<file path="src/rtl/shifter_planar.sv">
// shifter_planar: bitplane video shifter that collects one group of interleaved plane
// words and serialises them into colour indices. Optional fine scroll: SHIFTER_HSCROLL_EN.
module shifter_planar #(
   parameter int WORD_W     = 16,
   parameter int MAX_PLANES = 4,
   parameter int SC_W       = 4
) (
   input  logic                  clk32,
   input  logic                  nReset,
   input  logic                  pixClkEn,
   input  logic                  DE,
   input  logic                  LOAD,
   input  logic [1:0]            mode,
   input  logic [WORD_W-1:0]     DIN,
   input  logic [SC_W-1:0]       hscroll,
   output logic [MAX_PLANES-1:0] color_index,
   output logic                  pix_valid,
   output logic                  underrun
);
   localparam int PTR_W = (MAX_PLANES > 1) ? $clog2(MAX_PLANES) : 1;
   localparam int CNT_W = (WORD_W > 1) ? $clog2(WORD_W) : 1;
   localparam logic [CNT_W-1:0] CNT_LAST = CNT_W'(WORD_W - 1);

   // Index of the last plane word of a group for a given planes-per-pixel mode.
   function automatic logic [PTR_W-1:0] last_plane(input logic [1:0] m);
      int p;
      case (m)
         2'd0:    p = 4;
         2'd1:    p = 2;
         default: p = 1;
      endcase
      if (p > MAX_PLANES) p = MAX_PLANES;
      return PTR_W'(p - 1);
   endfunction

   logic [WORD_W-1:0] latch    [MAX_PLANES];
   logic [WORD_W-1:0] shreg    [MAX_PLANES];
   logic [WORD_W-1:0] load_val [MAX_PLANES];
   logic [WORD_W-1:0] src_word;
   logic [PTR_W-1:0]  load_ptr;
   logic [1:0]        cur_mode;
   logic [1:0]        wr_mode;
   logic [1:0]        src_mode;
   logic              group_full;
   logic              line_active;
   logic [CNT_W-1:0]  pix_cntr;
   logic [CNT_W-1:0]  sc;
   logic              r_start;
   logic              r_wrap;
   logic              take_full;
   logic              accept;
   logic              complete;
   logic              grp_ready;
   logic              consume;
   logic              starve;

`ifdef SHIFTER_HSCROLL_EN
   assign sc = CNT_W'(hscroll);
`else
   logic unused_hscroll;
   assign unused_hscroll = ^hscroll;
   assign sc = '0;
`endif

   // A reload that consumes the full group frees the latches, so a LOAD on that same
   // edge is accepted as the first word of the following group.
   always_comb begin
      wr_mode   = (load_ptr == '0) ? mode : cur_mode;
      r_start   = pixClkEn & ~line_active & DE;
      r_wrap    = pixClkEn & line_active & (pix_cntr == CNT_LAST);
      take_full = group_full & (r_start | r_wrap);
      accept    = LOAD & (~group_full | take_full);
      complete  = accept & (load_ptr == last_plane(wr_mode));
      grp_ready = group_full | complete;
      consume   = grp_ready & (r_start | r_wrap);
      starve    = r_wrap & ~grp_ready & DE;
      src_mode  = group_full ? cur_mode : wr_mode;
      src_word  = '0;
      for (int i = 0; i < MAX_PLANES; i++) begin
         load_val[i] = '0;
         if (i <= int'(last_plane(src_mode))) begin
            src_word = latch[i];
            // A word completing the group on the reload edge is used straight from DIN.
            if (!group_full && LOAD && (load_ptr == PTR_W'(i))) src_word = DIN;
            load_val[i] = r_start ? (src_word << sc) : src_word;
         end
      end
   end

   always_ff @(posedge clk32 or negedge nReset) begin
      if (!nReset) begin
         for (int i = 0; i < MAX_PLANES; i++) begin
            latch[i] <= '0;
            shreg[i] <= '0;
         end
         load_ptr    <= '0;
         cur_mode    <= '0;
         group_full  <= 1'b0;
         line_active <= 1'b0;
         pix_cntr    <= '0;
         underrun    <= 1'b0;
      end else begin
         if (LOAD) latch[load_ptr] <= DIN;
         if (accept) begin
            if (load_ptr == '0) cur_mode <= mode;
            load_ptr <= complete ? '0 : load_ptr + PTR_W'(1);
         end
         group_full <= consume ? (group_full & complete) : (group_full | complete);
         if (pixClkEn) underrun <= starve;
         if (consume) begin
            for (int i = 0; i < MAX_PLANES; i++) shreg[i] <= load_val[i];
            pix_cntr    <= r_start ? sc : '0;
            line_active <= 1'b1;
         end else if (r_wrap) begin
            for (int i = 0; i < MAX_PLANES; i++) shreg[i] <= '0;
            pix_cntr <= '0;
            if (!DE) line_active <= 1'b0;
         end else if (pixClkEn && line_active) begin
            for (int i = 0; i < MAX_PLANES; i++) shreg[i] <= {shreg[i][WORD_W-2:0], 1'b0};
            pix_cntr <= pix_cntr + CNT_W'(1);
         end
      end
   end

   // Planes beyond the group's plane count were loaded with zero, so no masking is needed.
   always_comb begin
      for (int i = 0; i < MAX_PLANES; i++) color_index[i] = shreg[i][WORD_W-1];
   end

   assign pix_valid = line_active;

endmodule

</file>
<file path="config.mk">
export PLATFORM = sky130hd
export DESIGN_NAME = shifter_planar
export DESIGN_NICKNAME = d
export VERILOG_FILES = /design/src/rtl/shifter_planar.sv
export SDC_FILE = /design/constraint.sdc
export NUM_CORES = 1
export LEC_CHECK = 0
export BUFFER_PORTS_ARGS = -buffer_cell sky130_fd_sc_hd__buf_2
export CAP_MARGIN = 30
export CORE_ASPECT_RATIO = 0.7
export CORE_MARGIN = 2
export CORE_UTILIZATION = 50
export DETAILED_ROUTE_END_ITERATION = 8
export PLACE_DENSITY = 0.67
export RECOVER_POWER = 25
export SYNTH_ARGS = -nofsm -noshare
export SYNTH_HDL_FRONTEND = slang
export SYNTH_SLANG_ARGS = --single-unit
export TNS_END_PERCENT = 30
</file>
<file path="constraint.sdc">
create_clock -name clk32 -period 2.2 [get_ports clk32]
set_input_delay 0.44 -clock clk32 [delete_from_list [all_inputs] [get_ports clk32]]
set_output_delay 0.44 -clock clk32 [all_outputs]
set_load 0.02 [all_outputs]
</file>
==> results.py <==
metrics = {
    "timing": {
        "fin_crit_ps": 2160,
        "hold_violations": 0,
        "hold_ws_ps": 288,
        "setup_viol": 0,
        "worstMarginPinSlew_ps": 1280,
        "clock.fmax_ghz": 0.464,
        "rsz0062_at_grt": "yes",
        "drv_slew": 0,
        "fin_crit_sh_pct": 98.0,
        "setup-tns-final_ps": 0,
        "relSlewSlack_pct": 14.4,
        "fin_skew_ps": 6.90,
    },
    "power_and_ir_drop": {
        "p_switching_w": 0.00370,
        "clkPwrFrac_pct": 25.2,
        "peakVddDrop_mv": 0.612,
        "combPwrFrac_pct": 37.3,
        "sw_frac_of_total_pct": 32.1,
        "p_int_w": 0.00782,
        "power_density_mw_per_mm2": 1430,
        "p_leak_nw": 3.83,
        "power_frac_seq_pct": 37.6,
    },
    "clocking": {
        "htree_levels": 4,
        "clk_pin_slew_ps": 60,
        "cts_buffers": 17,
        "root_buffer": "clkbuf_16",
        "cts_tree": "done",
        "insertion_delay_ps": 410,
        "clock_sinks": 139,
        "clockBufferDepth": 2,
    },
    "placement": {
        "dp_hpwl_um": 9690,
        "place.gp.congestion": 0.803,
        "port_buffers": 28,
    },
    "cells_and_area": {
        "nets": 625,
        "antenna_cells": 0,
        "fill_cells": 1089,
        "syn_to_final_growth_pct": 17.0,
        "drive_gt1_share_pct": 35.8,
    },
    "global_routing": {
        "grt_usage_pct": 22.9,
        "grt.overflow.total": 0,
        "grt_max_degree": 67,
        "grt_antenna_before_repair": 0,
        "grt_pass1_vias": 4862,
        "grt_pass1_wl_um": 25700,
    },
    "floorplanning": {
        "dieArea_mm2": 0.0147,
        "core_region_area_mm2": 0.0133,
        "io_pins": 33,
        "die_height_um": 102,
        "start_util_pct": 51.7,
        "fp.dieW_um": 144,
        "fp-row-count": 35,
    },
    "logic_synthesis": {
        "synth.most_common_cell": "dfrtp_1",
        "syn_area_per_cell_um2": 12.4,
        "synthTopCellsByArea": "dfrtp_1, mux2_2, mux2i_1",
        "synth-edff-count": 0,
        "synthTopCellsByCount": "dfrtp_1, mux2_2, mux2i_1",
        "synth_cells": 554,
        "synth_top_area_share_pct": 50.5,
        "ys.flop_type": "dfrtp_1",
        "synth_nets": 586,
        "yosys_warnings": 0,
        "syn_area_mm2": 0.00688,
        "ys_ff_latch": 139,
        "async_reset_ff_share_pct": 100,
        "post-synth-top-area-cell": "dfrtp_1",
        "ys_types": 36,
        "yosysSeqAreaShare_pct": 50.5,
    },
    "detailed_routing": {
        "via_count": 4591,
        "wl_um": 15400,
        "ant_nets": 0,
        "drt-wirelength-per-cell_um": 19.5,
        "drc": 0,
        "via_per_inst": 5.80,
        "drtIter0Drc": 389,
        "dr.pass1.iters": 5,
    },
    "critical_path": {
        "cp_slowest_cell": "o41a_4",
        "critPathLaunchType": "flip-flop",
        "crit_type": "reg2reg",
        "crit_path_end_kind": "flip-flop",
        "cp_data_required_time_ps": 2480,
        "cp.arrival_ps": 2430,
        "cp_cell_sequence": "inv_2, ha_4, mux2i_4, buf_4, a31o_4, o41a_4, buf_12, mux2i_2",
        "cp_slowest_stage_delay_ps": 440,
        "crit_buf_inv": 3,
        "cp_max_fo": 19,
        "crit_family": "compound AO/OA/AOI/OAI gates",
    },
    "job": {
        "drv_cap": 0,
    },
    "worst_hold_path": {
        "hold_class": "in2reg",
    },
    "status": {
        "status": "complete, no violations",
    },
}
[through the flow]
step	power, W	std cells	instance area, um2	utilization [%]	worst slack [ps]
2_1_floorplan	0.00733	554	6900	-	4.70
3_3_place_gp	0.00827	756	7380	55.4	-50.2
3_5_place_dp	0.00850	756	7380	55.4	-113
4_1_cts	0.0115	791	8050	60.4	6.85
5_1_grt	0.0123	791	8050	60.5	0.0897
6_report	0.0115	791	8050	60.5	43.8
[sequential cells by signal (all words and copies together), names as in the netlist]
signal and count:
color_index 4, cur_mode 2, group_full 1, latch 64, load_ptr 2, pix_cntr 4, pix_valid 1, shreg 60
underrun 1
[power by group through the flow]
stage	combinational [W]	clock, W	sequential [W]
CTS	0.00428	0.00295	0.00431
finish	0.00429	0.00290	0.00433
floorplan	0.00317	0	0.00415
detailed placement	0.00416	0	0.00435
global placement	0.00399	0	0.00428
global route	0.00471	0.00309	0.00446
[timing repair]
item | 4_1_cts | 5_1_grt
resized for setup | 3 | 6
setup buffers | 1 | 0
gates cloned | 1 | 0
endpoints found under the setup margin | 68 | 23
hold buffers | 1 | 0
hold endpoints to repair | 45 | 0
[cells by family after synthesis]
family          after synthesis  synth area share (%)
mux                         199                  31.2
flops                       139                  50.5
buf+inv                      47                  3.18
compound gates               77                  8.42
xor+xnor                      3                 0.382
simple gates                 83                  5.23
fa+ha+maj                     6                  1.05
[path summary, 6_finish.rpt]
kind / start / to / slack, ps / cells past startpoint
worst min register to register: latch[1] / latch[1] / 500 / 1
worst min-delay path: pixClkEn / underrun / 290 / 2
worst max-delay path: load_ptr[1] / shreg[53] / 40 / 8
min in group asynchronous: nReset / latch[32] / 830 / 2
worst max register to register: load_ptr[1] / shreg[53] / 40 / 8
max in group asynchronous: nReset / shreg[39] / 320 / 3
[worst register-to-register path: cells and delay by family, from the launching register on]
kind | cells | cell delay (ps)
adders and majority gates | 1 | 190
AOI/OAI and AO/OA | 2 | 670
buffers and inverters | 3 | 420
muxes | 2 | 370
DFF | 1 | 380
[cells in the final DEF (no fill, tap or decap), drive strengths merged, types with 2 or more instances in the layout]
| master | Yosys | final |
|---|---|---|
| bufinv | 0 | 3 |
| clkinv | 0 | 3 |
| nand3b | 4 | 4 |
| a21boi | 2 | 2 |
| nand3 | 3 | 3 |
| nand2 | 65 | 65 |
| buf | 16 | 58 |
| and2 | 4 | 4 |
| mux2i | 84 | 84 |
| mux2 | 115 | 115 |
| a22oi | 60 | 60 |
| o31ai | 3 | 3 |
| xnor2 | 3 | 3 |
| clkbuf | 25 | 27 |
| inv | 6 | 6 |
| a21oi | 2 | 2 |
| dfrtp | 139 | 139 |
| ha | 5 | 5 |
| o21ai | 2 | 2 |
[metal layers]
layer / global-route usage (%) / up-vias / part of all wire [%]
met5: 0 / - / 0
met4: 6.87 / 0 / 1.0
met3: 3.84 / 17 / 3.5
met2: 36.7 / 91 / 47
met1: 32.4 / 2379 / 48
li1: - / 2104 / -
[area by class of cell]
cell class	instances	area [um2]	area share (%)
Clock inverter	7	113	1.40
Inverter	6	22.5	0.280
Sequential cell	139	3480	43.2
Multi-Input combinational cell	368	3250	40.4
Clock buffer	25	485	6.03
Tap cell	185	231	2.87
Timing Repair Buffer	61	465	5.78
Note: power is estimated with default switching activity, not from simulation.
